<file path="config.mk">
export PLATFORM = sky130hd
export DESIGN_NAME = apb_master_bridge
export DESIGN_NICKNAME = d
export VERILOG_FILES = /design/src/rtl/apb_master_bridge.sv
export SDC_FILE = /design/constraint.sdc
export NUM_CORES = 1
export LEC_CHECK = 0
export BUFFER_PORTS_ARGS = -buffer_cell sky130_fd_sc_hd__buf_2
export CAP_MARGIN = 15
export CELL_PAD_IN_SITES_DETAIL_PLACEMENT = 1
export CELL_PAD_IN_SITES_GLOBAL_PLACEMENT = 1
export CORE_ASPECT_RATIO = 1.2
export CORE_MARGIN = 1
export CORE_UTILIZATION = 32
export CTS_BUF_LIST = sky130_fd_sc_hd__clkbuf_4
export CTS_CLUSTER_DIAMETER = 80
export CTS_CLUSTER_SIZE = 28
export DETAILED_ROUTE_END_ITERATION = 8
export GPL_ROUTABILITY_DRIVEN = 0
export PLACE_DENSITY = 0.9
export SYNTH_ARGS = -nofsm -noshare
export SYNTH_HDL_FRONTEND = slang
export SYNTH_SLANG_ARGS = --single-unit
</file>
<file path="constraint.sdc">
create_clock -name p_clk -period 2 [get_ports p_clk]
set_input_delay 0.2 -clock p_clk [delete_from_list [all_inputs] [get_ports p_clk]]
set_output_delay 0.2 -clock p_clk [all_outputs]
set_load 0.05 [all_outputs]
</file>
<file path="src/rtl/apb_master_bridge.sv">
// APB4 requester: one valid/ready command becomes one APB transfer, with the result returned on a valid/ready response port.
// Optional ACCESS-phase timeout abort is enabled by defining APB_MASTER_TIMEOUT_EN.
module apb_master_bridge #(
  parameter int AddrBits   = 32,
  parameter int TimeoutCyc = 16
) (
  input  logic                p_clk,
  input  logic                p_reset,
  input  logic                cmd_valid,
  output logic                cmd_ready,
  input  logic                cmd_write,
  input  logic [AddrBits-1:0] cmd_addr,
  input  logic [31:0]         cmd_wdata,
  input  logic [3:0]          cmd_strb,
  output logic                rsp_valid,
  input  logic                rsp_ready,
  output logic [31:0]         rsp_rdata,
  output logic                rsp_slverr,
  output logic [AddrBits-1:0] p_addr,
  output logic                p_sel,
  output logic                p_enable,
  output logic                p_write,
  output logic [31:0]         p_wdata,
  output logic [3:0]          p_strb,
  input  logic [31:0]         p_rdata,
  input  logic                p_ready,
  input  logic                p_slverr
);

  typedef enum logic [1:0] {IDLE, SETUP, ACCESS, RESP} state_t;

  state_t state;

  if (TimeoutCyc < 1) begin : g_bad_timeout
    $error("TimeoutCyc must be >= 1");
  end

  assign cmd_ready = (state == IDLE);

`ifdef APB_MASTER_TIMEOUT_EN
  localparam int CntBits = $clog2(TimeoutCyc + 1);

  logic [CntBits-1:0] to_cnt;
  logic               timeout_hit;

  // This wait cycle is the TimeoutCyc-th one without p_ready.
  assign timeout_hit = (to_cnt == CntBits'(TimeoutCyc - 1));
`endif

  always_ff @(posedge p_clk) begin
    if (p_reset) begin
      state      <= IDLE;
      p_sel      <= 1'b0;
      p_enable   <= 1'b0;
      p_write    <= 1'b0;
      p_addr     <= '0;
      p_wdata    <= '0;
      p_strb     <= '0;
      rsp_valid  <= 1'b0;
      rsp_rdata  <= '0;
      rsp_slverr <= 1'b0;
`ifdef APB_MASTER_TIMEOUT_EN
      to_cnt     <= '0;
`endif
    end else begin
      case (state)
        IDLE: begin
          if (cmd_valid) begin
            p_addr   <= cmd_addr;
            p_write  <= cmd_write;
            p_wdata  <= cmd_write ? cmd_wdata : 32'h0;
            p_strb   <= cmd_write ? cmd_strb : 4'b0000;
            p_sel    <= 1'b1;
            p_enable <= 1'b0;
            state    <= SETUP;
          end
        end
        SETUP: begin
          p_enable <= 1'b1;
`ifdef APB_MASTER_TIMEOUT_EN
          to_cnt   <= '0;
`endif
          state    <= ACCESS;
        end
        ACCESS: begin
          // p_ready wins over a timeout landing on the same cycle.
          if (p_ready) begin
            rsp_rdata  <= p_write ? 32'h0 : p_rdata;
            rsp_slverr <= p_slverr;
            p_sel      <= 1'b0;
            p_enable   <= 1'b0;
            rsp_valid  <= 1'b1;
            state      <= RESP;
          end
`ifdef APB_MASTER_TIMEOUT_EN
          else if (timeout_hit) begin
            rsp_rdata  <= 32'h0;
            rsp_slverr <= 1'b1;
            p_sel      <= 1'b0;
            p_enable   <= 1'b0;
            rsp_valid  <= 1'b1;
            state      <= RESP;
          end else begin
            to_cnt <= to_cnt + 1'b1;
          end
`endif
        end
        RESP: begin
          if (rsp_ready) begin
            rsp_valid <= 1'b0;
            state     <= IDLE;
          end
        end
        default: state <= IDLE;
      endcase
    end
  end

endmodule

</file>
# --- After elaboration in Yosys (flattened, before gate mapping) ---
# Cells that the tools add are included.
totals:
  word_cells: 41
  in_bits: 107
  ff_bits: 107
  out_inout_bits: 106
classes:
  eq_ne: 6
  muxes: 15
  n_reduce_logical: 10
ops:
  columns: ["cell", "n"]
  rows:
  - ["$mux W32", 2]
  - ["$reduce_and A3 Y1", 4]
  - ["$pmux W2 S4", 1]
  - ["$mux W2", 3]
  - ["$ne A2 B2 Y1 const B", 3]
  - ["$mux W1", 5]
  - ["$eq A2 B2 Y1 const B", 2]
  - ["$mux W4", 1]
  - ["$pmux W1 S2", 2]
  - ["$reduce_and A2 Y1", 2]
  - ["$reduce_bool A2 Y1", 2]
  - ["$pmux W1 S3", 1]
  - ["$reduce_bool A3 Y1", 1]
  - ["$eq A2 B1 Y1 const B", 1]
  - ["$logic_not A2 Y1", 1]

# --- Longest topological paths before layout ---
# Gate-level depths: netlist of the first run.
logic_depth:
  word_depth: 3
  mapped_depth: 8
  depth_no_buf: 5

# --- Worst setup path after synthesis of the first run ---
# OpenSTA, ideal clock, no wires.
synth_path:
  path_type: "register to register"
  from: "reg state[0]"
  to: "reg state[0]"
  setup_ps: 59
  synth_period_minus_slack_ps: 1574
  required_ps: 1941
  path_stages_with_launch: 6
  n_path_buf: 0
  path_slack_ps: 426
  t_arrival_ps: 1514
  path_cell_list: "dfxtp_1 -> inv_1 -> ha_1 -> o21bai_1 -> or4_1 -> nand2_1"
synth_via:
  elab_chain_cells: 3
  word_cells_on_any_way: 9
  classes_between: "eq/ne: 6; mux: 1; reduce/logical: 2"
synth_rtl:
  columns: ["element", "line_no", "text"]
  rows:
  - ["from (decl)", "32", "state_t state;"]
  - ["from (signal assigned)", "52", "state <= IDLE;"]
  - ["from (signal assigned)", "75", "state <= SETUP;"]
  - ["from (signal assigned)", "83", "state <= ACCESS;"]
  - ["$logic_not A2 Y1 (*)", null, null]
  - ["via cmd_ready", "10", "output logic cmd_ready,"]
  - ["$ne A2 B2 Y1 (no source line)", null, null]
  - ["$reduce_and A3 Y1 (no source line)", null, null]
# The timed path passes the listed nets; every way through them passes the cells marked *.
# A chain may end at the register's enable or synchronous reset.

# --- Final worst setup path of the first run ---
layout_path:
  from: "reg state[0]"
  to: "reg p_wdata[6]"
layout_via:
  elab_chain_cells: 2
layout_rtl:
  columns: ["element", "line_no", "text"]
  rows:
  - ["$logic_not A2 Y1", "66", "case (state)"]
  - ["$reduce_and A2 Y1 (no source line)", null, null]
  - ["to (signal assigned)", "71", "p_wdata <= cmd_write ? cmd_wdata : 32'h0;"]
  - ["to (decl)", "23", "output logic [31:0] p_wdata,"]
# No other way between the ends.

==> results of run 1 <==
-- sequential cells by signal (all words and copies together) (netlist names) --
name / cells
rsp_slverr: 1
p_addr: 32
p_wdata: 32
p_write: 1
p_strb: 4
p_sel: 1
rsp_rdata: 32
state: 2
rsp_valid: 1
p_enable: 1
-- layer usage --
layer,track usage,up-vias,routed length (um)
li1,-,2222,-
met1,0.247,2286,6020
met2,0.467,199,8800
met3,0.0533,60,1020
met4,0.147,0,777
met5,0,-,0
-- power by group --
| part | internal, W | switching (W) |
|---|---|---|
| sequential | 0.00243 | 0.000194 |
| clock | 0.000250 | 0.000718 |
| combinational | 0.000776 | 0.00213 |
-- path summary, 6_finish.rpt --
path	startpoint	to	slack, ns	cells past startpoint
worst max register to register	state[0]	p_wdata[6]	0.20	6
worst min register to register	rsp_rdata[31]	rsp_rdata[31]	0.46	2
worst max-delay path	state[0]	p_wdata[6]	0.20	6
worst min-delay path	cmd_wdata[28]	p_wdata[28]	0.04	3
-- stage by stage --
stage                     cell area (um^2)  hold slack (ns)
after CTS                             6170         0.000311
after global routing                  6190          0.00256
after global placement                5230            0.436
after floorplan                       4090            0.336
after detailed placement              5230            0.443
final                                 6190           0.0386
-- synthesized netlist by cell type --
master | n | area, um^2
or2_2 | 1 | 6.26
dfxtp_1 | 107 | 2140
buf_1 | 7 | 26.3
o311ai_0 | 3 | 26.3
o41ai_1 | 2 | 17.5
clkbuf_1 | 20 | 75.1
buf_2 | 15 | 75.1
o211ai_1 | 1 | 7.51
a21oi_1 | 104 | 521
nand2_1 | 142 | 533
nand3_1 | 37 | 185
ha_1 | 7 | 87.6
nand4b_1 | 32 | 280
o21ai_0 | 1 | 5.00
inv_1 | 4 | 15.0
mux2i_1 | 1 | 10.0
nor2b_1 | 2 | 12.5
and2_1 | 1 | 6.26
o21bai_1 | 1 | 7.51
buf_4 | 1 | 7.51
nor2b_4 | 1 | 13.8
buf_6 | 2 | 22.5
or4_1 | 1 | 7.51
-- logic make-up (layout without fill, tap and decap cells) --
group,Yosys count,in the layout
AO/OA/AOI/OAI,112,112
adder cells (fa/ha/maj),7,7
buffers and inverters,49,326
flip-flops,107,107
multiplexers,1,1
other,0,3
AND/OR/NAND/NOR,217,217
-- placed cells by master, fill, tap and decap left out, types with 2 or more instances in the layout --
cell / instances
dfxtp_1: 107
dlygate4sd3_1: 84
nand4b_1: 32
ha_1: 7
clkinvlp_4: 3
clkbuf_4: 9
a21oi_1: 104
buf_4: 11
clkinv_2: 2
o311ai_0: 3
nor2b_1: 2
nand3_1: 37
nand2_1: 141
inv_1: 4
buf_2: 211
o41ai_1: 2
diode_2: 3
-- area by class of cell --
type | instances | area (um^2)
Timing Repair Buffer | 306 | 1980
Tap cell | 161 | 201
Inverter | 4 | 15.0
Antenna cell | 3 | 7.51
Clock inverter | 7 | 45.0
Clock buffer | 9 | 67.6
Multi-Input combinational cell | 337 | 1730
Fill cell | 1495 | 6090
Sequential cell | 107 | 2140
-- critical path: cells and delay by family (launching register included) --
family	cells	cell delay, ns
buffers and inverters	2	0.51
adder cells (fa/ha/maj)	1	0.23
AO/OA/AOI/OAI	1	0.26
flip-flops	1	0.38
AND/OR/NAND/NOR	2	0.33
==> results.py, run 1 <==
metrics = {
    "status": {
        "status": "completed",
    },
    "cts": {
        "clock-sinks": 107,
        "cts_tree": "yes",
        "cts_resized": 0,
        "cts_max_level": 3,
        "root_buffer": "clkbuf_4",
        "hold_buffers": 83,
        "cts_buffers": 9,
        "post_cts_buffers": 0,
        "clk_path_buf_depth": 2,
        "insertion_delay_ns": 0.44,
        "cts.clk_slew.worst_paths_ns": 0.17,
    },
    "grt": {
        "grt.total_usage": 0.248,
        "grt_max_degree": 43,
        "grt_pass1_vias": 5224,
        "grt_pass1_wl_mm": 25.9,
        "antenna_found_initial": 3,
        "grt_overflow": 0,
    },
    "critical_path": {
        "critPathCaptureType": "flip-flop",
        "path_max_fanout": 36,
        "cp-start-kind": "flip-flop",
        "crit_chain": "inv_1 > ha_1 > and2_2 > buf_4 > nand3_1 > a21oi_1",
        "crit_arrival_ns": 2.15,
        "required_ns": 2.35,
        "crit_path_top_delay_cell": "dfxtp_1",
        "criticalPathCategory": "reg2reg",
        "critPathMaxStageDelay_ns": 0.38,
    },
    "place": {
        "dp_hpwl_mm": 9.75,
        "dp.cells": 831,
        "dp_slack_ns": 0.329,
        "port_buffers": 212,
    },
    "final_layout": {
        "layout-drive-gt1-share": 0.313,
        "fin_nets": 879,
        "fin_cells": 934,
        "final_util": 0.504,
        "area_growth_pct": 51.3,
    },
    "sta": {
        "max_freq_mhz": 555,
        "fin_ws_ns": 0.197,
        "slew_headroom": 0.474,
        "worstMarginPinSlew_ns": 0.789,
        "fin_crit_sh": 0.901,
        "finalSetupTns_ns": 0,
        "fin_worst_skew_ns": 0.0188,
        "rsz0062_at_grt": "false",
        "setup_viol": 0,
        "hold_viol_final": 0,
        "min_period_ns": 1.80,
        "maxSlewViolCount": 0,
    },
    "floorplanning": {
        "die_h_um": 126,
        "dieWidth_um": 105,
        "num_io_pins": 213,
        "core_mm2": 0.0123,
        "initial_core_util": 0.333,
        "rows": 44,
        "fp.dieArea_mm2": 0.0132,
    },
    "synthesis": {
        "synthXorXnorAreaFrac": 0,
        "syn_avg_cell_area_um2": 8.30,
        "synth-adder-area-share": 0.0214,
        "syn-num-nets": 607,
        "synthesis.area_mm2": 0.00409,
        "synth_mux_area_frac": 0.00245,
        "synth-seq-area-share": 0.524,
        "ys_ff_latch": 107,
        "yosysWarnings": 0,
        "syn_inst": 493,
        "synth_top_family_by_area": "simple AND/OR/NAND/NOR gates",
        "synth_compound_area_frac": 0.143,
        "synth.distinct_cells": 23,
        "yosys.area_share.simple": 0.255,
    },
    "route": {
        "wl_mm": 16.6,
        "routedWlPerCell_um": 17.8,
        "drc_errors": 0,
        "drtAntennaViolNets": 0,
        "vias": 4767,
        "drt-initial-drc-count": 207,
        "firstDrtPassIters": 4,
        "post_drt_via_cell_ratio": 5.10,
    },
    "power_and_ir_drop": {
        "power_density_mw_per_mm2": 1050,
        "p_leak_nw": 2.74,
        "peakVddDrop_uv": 468,
        "finalPower_w": 0.00650,
    },
    "worst_hold_path": {
        "hold_class": "in2reg",
    },
    "run": {
        "maxCapViolCount": 0,
    },
}
(Power assumes the default switching activity.)
==> inputs of run 2 (changes only) <==
--- a/config.mk
+++ b/config.mk
@@ -5,6 +5,7 @@
 export SDC_FILE = /design/constraint.sdc
 export NUM_CORES = 1
 export LEC_CHECK = 0
+export ABC_AREA = 1
 export BUFFER_PORTS_ARGS = -buffer_cell sky130_fd_sc_hd__buf_2
 export CAP_MARGIN = 15
 export CELL_PAD_IN_SITES_DETAIL_PLACEMENT = 1
@@ -17,7 +18,7 @@
 export CTS_CLUSTER_SIZE = 28
 export DETAILED_ROUTE_END_ITERATION = 8
 export GPL_ROUTABILITY_DRIVEN = 0
-export PLACE_DENSITY = 0.9
+export PLACE_DENSITY = 0.92
 export SYNTH_ARGS = -nofsm -noshare
 export SYNTH_HDL_FRONTEND = slang
 export SYNTH_SLANG_ARGS = --single-unit
==> results.py, run 2 <==
metrics = {
    "status": {
        "status": "completed",
    },
    "route": {
        "routedWlPerCell_um": 17.2,
        "vias": 4632,
        "post_drt_via_cell_ratio": 4.83,
        "firstDrtPassIters": 4,
        "wl_mm": 16.5,
        "drc_errors": 0,
        "drt-initial-drc-count": 171,
        "drtAntennaViolNets": 0,
    },
    "cts": {
        "cts_tree": "yes",
        "clk_path_buf_depth": 2,
        "cts_resized": 0,
        "cts_buffers": 9,
        "cts.clk_slew.worst_paths_ns": 0.17,
        "insertion_delay_ns": 0.45,
        "post_cts_buffers": 0,
        "cts_max_level": 3,
        "clock-sinks": 107,
        "root_buffer": "clkbuf_4",
    },
    "power_and_ir_drop": {
        "p_comb_frac": 0.467,
        "peakVddDrop_uv": 470,
        "swShare": 0.472,
        "p_sw_w": 0.00340,
        "seqPwrFrac": 0.376,
        "power_density_mw_per_mm2": 1170,
        "p_clk_frac": 0.157,
        "p_leak_nw": 2.88,
        "intPower_w": 0.00380,
    },
    "floorplanning": {
        "initial_core_util": 0.328,
        "rows": 44,
        "num_io_pins": 213,
        "dieWidth_um": 104,
        "fp.dieArea_mm2": 0.0128,
        "core_mm2": 0.0121,
        "die_h_um": 124,
    },
    "sta": {
        "maxSlewViolCount": 0,
        "setup_viol": 0,
        "fin_crit_sh": 0.893,
        "finalSetupTns_ns": 0,
        "max_freq_mhz": 560,
        "worstMarginPinSlew_ns": 0.512,
        "fin_worst_skew_ns": 0.0211,
        "min_period_ns": 1.79,
        "rsz0062_at_grt": "false",
        "slew_headroom": 0.658,
        "hold_viol_final": 0,
    },
    "critical_path": {
        "required_ns": 2.39,
        "crit_arrival_ns": 2.17,
        "criticalPathCategory": "reg2reg",
        "r2r_start": "state[0]",
        "critPathCaptureType": "flip-flop",
        "startpoint": "state[0]",
        "cp-start-kind": "flip-flop",
        "path_max_fanout": 18,
    },
    "synthesis": {
        "synth-edff-count": 0,
        "syn_avg_cell_area_um2": 7.90,
        "synth.distinct_cells": 19,
        "yosys-top-cells-count": "nand2_1, dfxtp_1, nor2_1",
        "ys.flop_type": "dfxtp_1",
        "synth_top_cell_by_area": "dfxtp_1",
        "yosysWarnings": 0,
        "ys_ff_latch": 107,
        "syn_inst": 501,
        "synthesis.area_mm2": 0.00396,
        "synth.most_common_cell": "nand2_1",
        "synthDominantCellAreaShare": 0.541,
        "ys_async_sr_fraction": 0,
        "syn-num-nets": 615,
        "yosys-top-cells-area": "dfxtp_1, nand2_1, a21oi_1, nor2_1, nand3_1",
        "synth-seq-area-share": 0.541,
    },
    "final_layout": {
        "nFillCells": 1511,
        "reg_top3": "p_addr x32, p_wdata x32, rsp_rdata x32",
        "fin_cells": 960,
        "layout-drive-gt1-share": 0.302,
        "fin_nets": 903,
        "area_growth_pct": 55.8,
        "final_common_cell": "buf_2",
        "layout_common_cells": "buf_2, nand2_1, dfxtp_1, dlygate4sd3_1, nor2_1",
    },
    "worst_hold_path": {
        "hold_class": "in2reg",
        "worstHoldStart": "cmd_addr[9]",
    },
    "grt": {
        "grt_pass1_vias": 5029,
        "grt_max_degree": 55,
        "grt_overflow": 0,
        "grt.total_usage": 0.245,
        "antenna_found_initial": 4,
        "grt_pass1_wl_mm": 24.5,
    },
    "place": {
        "port_buffers": 212,
        "dp.cells": 849,
        "dp_hpwl_mm": 8.97,
    },
    "run": {
        "maxCapViolCount": 0,
    },
}
[run 2: cell count changes after synthesis, sizes merged, moves of 3 or more]
| cell | previous run | this run |
|---|---|---|
| nand2 | 142 | 122 |
| nor2b | 3 | 0 |
| o21ai | 1 | 33 |
| a21oi | 104 | 69 |
| nand4b | 32 | 0 |
| clkbuf | 20 | 11 |
| nor2 | 0 | 76 |
| o311ai | 3 | 0 |
| inv | 4 | 14 |
[run 2: final timing paths]
check	to	slack [ns]	cells after the start
min reg2reg	p_wdata[31]	0.48	2
max	p_wdata[13]	0.21	6
max reg2reg	p_wdata[13]	0.21	6
min	p_addr[9]	0.04	3
[run 2: layer usage]
layer	GRT usage	up-vias	wire [um]
li1	-	2186	-
met1	0.221	2154	5830
met2	0.486	215	8920
met3	0.0549	77	714
met4	0.177	0	1050
met5	0	-	0
[run 2: area by class of cell]
type | instances | area, um^2 | share of cell area
tap | 161 | 201 | 0.0327
sequential | 107 | 2140 | 0.347
timing repair buffer | 310 | 2040 | 0.332
inverter | 15 | 56.3 | 0.00913
clock buffer | 11 | 82.6 | 0.0134
multi-input combinational | 346 | 1570 | 0.255
clock inverter | 5 | 53.8 | 0.00873
antenna | 5 | 12.5 | 0.00203
[run 2: power groups by stage]
stage	clock (W)	combinational (W)	sequential, W
floorplan	0	0.00120	0.00394
global placement	0	0.00310	0.00271
detailed placement	0	0.00316	0.00274
CTS	0.00113	0.00329	0.00269
global route	0.00125	0.00361	0.00275
finish	0.00113	0.00336	0.00270
[run 2: cell families after synthesis]
kind of cell,count (synthesis),share of synthesized area
fa+ha+maj,7,0.0221
buf+inv,49,0.0642
flops,107,0.541
simple gates,235,0.242
compound gates,103,0.131
[run 2: what timing repair did]
| action | 4_1_cts | 5_1_grt |
|---|---|---|
| hold buffers | 85 | 4 |
| hold endpoints to repair | 85 | 4 |
| setup endpoints to repair | 0 | 2 |
[run 2: metrics by stage]
step                      hold WS [ns]  setup WS [ns]  power [W]  instance area (um^2)  utilization
after CTS                     0.000218          0.212    0.00712                  6100        0.506
after global placement           0.449          0.381    0.00581                  5110        0.424
after floorplan                  0.343          0.526    0.00513                  3960            -
after detailed placement         0.452          0.219    0.00590                  5110        0.424
after global routing           0.00422         0.0637    0.00761                  6160        0.511
final                           0.0374          0.214    0.00720                  6170        0.511
[run 2: critical path, stage by stage (launching register included)]
cell     delay [ns]
dfxtp_1        0.38
inv_1          0.17
ha_1           0.24
nand2_4        0.18
nor2_4         0.48
nand2_1        0.13
a21oi_1        0.16
==> inputs of run 3 (changes only) <==
--- a/config.mk
+++ b/config.mk
@@ -18,7 +18,7 @@
 export CTS_CLUSTER_SIZE = 28
 export DETAILED_ROUTE_END_ITERATION = 8
 export GPL_ROUTABILITY_DRIVEN = 0
-export PLACE_DENSITY = 0.92
+export PLACE_DENSITY_LB_ADDON = 0.1
 export SYNTH_ARGS = -nofsm -noshare
 export SYNTH_HDL_FRONTEND = slang
 export SYNTH_SLANG_ARGS = --single-unit
==> results.py, run 3 (synthesized netlist as in run 2, its figures left out) <==
metrics = {
    "route": {
        "routed-wl-met2_mm": 7.24,
        "drt-initial-drc-count": 131,
        "drtAntennaViolNets": 0,
        "wl_mm": 13.9,
        "maxUsedRoutingLayer": "met4",
        "dr_wl_met3_um": 688,
        "wl_met1_mm": 5.70,
        "post_drt_via_cell_ratio": 4.61,
        "drc_errors": 0,
        "routedWlPerCell_um": 14.4,
        "firstDrtPassIters": 4,
        "vias": 4447,
    },
    "critical_path": {
        "critPathMaxStageDelay_ns": 0.45,
        "crit_chain": "inv_1 > ha_1 > nand2_4 > buf_4 > nand2_1 > a21oi_1",
        "path_max_fanout": 26,
        "crit_family": "buffers and inverters",
        "required_ns": 2.39,
        "cp-start-kind": "flip-flop",
        "crit_buf_inv": 2,
        "critPathCaptureType": "flip-flop",
        "crit_arrival_ns": 2.15,
        "criticalPathCategory": "reg2reg",
        "crit_path_top_delay_cell": "dfxtp_1",
    },
    "cts": {
        "cts_max_level": 3,
        "clk_path_buf_depth": 2,
        "cts.clk_slew.worst_paths_ns": 0.16,
        "cts_tree": "yes",
        "cts_resized": 0,
        "root_buffer": "clkbuf_4",
        "cts_buffers": 9,
        "insertion_delay_ns": 0.45,
        "clock-sinks": 107,
    },
    "final_layout": {
        "register_area_mm2": 0.00214,
        "layout_common_cells": "buf_2, nand2_1, dfxtp_1, dlygate4sd3_1, nor2_1",
        "final_util": 0.519,
        "area_growth_pct": 58.0,
        "insertedDiodeCount": 0,
        "layout-drive-gt1-share": 0.296,
        "final_common_cell": "buf_2",
        "final_area_mm2": 0.00625,
        "nFillCells": 1529,
        "multi_input_area_mm2": 0.00156,
        "fin_nets": 913,
        "reg_top3": "p_addr x32, p_wdata x32, rsp_rdata x32",
    },
    "sta": {
        "fin_worst_skew_ns": 0.0164,
        "maxSlewViolCount": 0,
        "fin_ws_ns": 0.238,
        "worstMarginPinSlew_ns": 0.735,
        "max_freq_mhz": 567,
        "hold_viol_final": 0,
        "slew_headroom": 0.510,
        "finalSetupTns_ns": 0,
        "rsz0062_at_grt": "false",
        "fin_crit_sh": 0.881,
        "min_period_ns": 1.76,
        "setup_viol": 0,
    },
    "floorplanning": {
        "fp.dieArea_mm2": 0.0128,
        "initial_core_util": 0.328,
        "dieWidth_um": 104,
        "core_mm2": 0.0121,
        "num_io_pins": 213,
        "rows": 44,
        "die_h_um": 124,
    },
    "power_and_ir_drop": {
        "p_leak_nw": 2.92,
        "finalPower_w": 0.00717,
        "peakVddDrop_uv": 492,
        "power_density_mw_per_mm2": 1150,
    },
    "place": {
        "dp_slack_ns": 0.210,
        "port_buffers": 212,
        "dp_hpwl_mm": 8.41,
        "place_area_mm2": 0.00508,
    },
    "worst_hold_path": {
        "hold_class": "in2reg",
    },
    "run": {
        "maxCapViolCount": 0,
    },
    "status": {
        "status": "completed",
    },
    "grt": {
        "grt_max_degree": 70,
        "grt_overflow": 0,
        "grt_pass1_vias": 4574,
        "grt.total_usage": 0.213,
        "grt_pass1_wl_mm": 21.9,
        "antenna_found_initial": 0,
    },
}
run 3: worst reg2reg max path, delay by kind of cell, from the launching register on:
family                     cells  cell delay [ns]
buffers and inverters          2             0.47
AOI/OAI and AO/OA              1             0.19
adders and majority gates      1             0.24
and+or+nand+nor                2             0.34
DFF                            1             0.45
run 3: path summary, 6_finish.rpt:
check                        to  depth (start not counted)     startpoint  slack, ns
setup / recovery    p_wdata[22]                          6       state[1]       0.24
hold / removal            p_sel                          3      cmd_valid       0.07
setup reg to reg    p_wdata[22]                          6       state[1]       0.24
hold reg to reg   rsp_rdata[21]                          2  rsp_rdata[21]       0.47
run 3: final cells by class:
class	count	share of cell area
timing repair buffer	321	0.341
tap	161	0.0322
clock buffer	9	0.0108
inverter	15	0.00900
sequential	107	0.343
clock inverter	7	0.0148
multi-input combinational	345	0.250
run 3: metal layers:
layer	up-vias	track usage
met5	-	0
met4	0	0.0851
met3	18	0.0460
met2	131	0.401
met1	2095	0.233
li1	2203	-
run 3: what timing repair did:
action                    CTS  global route
hold buffers              101             0
buffers inserted            0             0
hold endpoints to repair  101             0
run 3: where the power goes:
part | leakage, nW | internal, W | switching, W | total [W]
Clock | 0.0796 | 0.000503 | 0.000719 | 0.00122
Combinational | 1.97 | 0.000865 | 0.00238 | 0.00325
Sequential | 0.874 | 0.00250 | 0.000195 | 0.00270
Total | 2.92 | 0.00387 | 0.00330 | 0.00717
run 3: per-stage QoR:
| step | std cells | hold slack, ns |
|---|---|---|
| floorplan | 501 | 0.343 |
| detailed placement | 848 | 0.454 |
| CTS | 965 | 0.0445 |
| global route | 965 | 0.0518 |
| global placement | 848 | 0.448 |
| finish | 965 | 0.0706 |
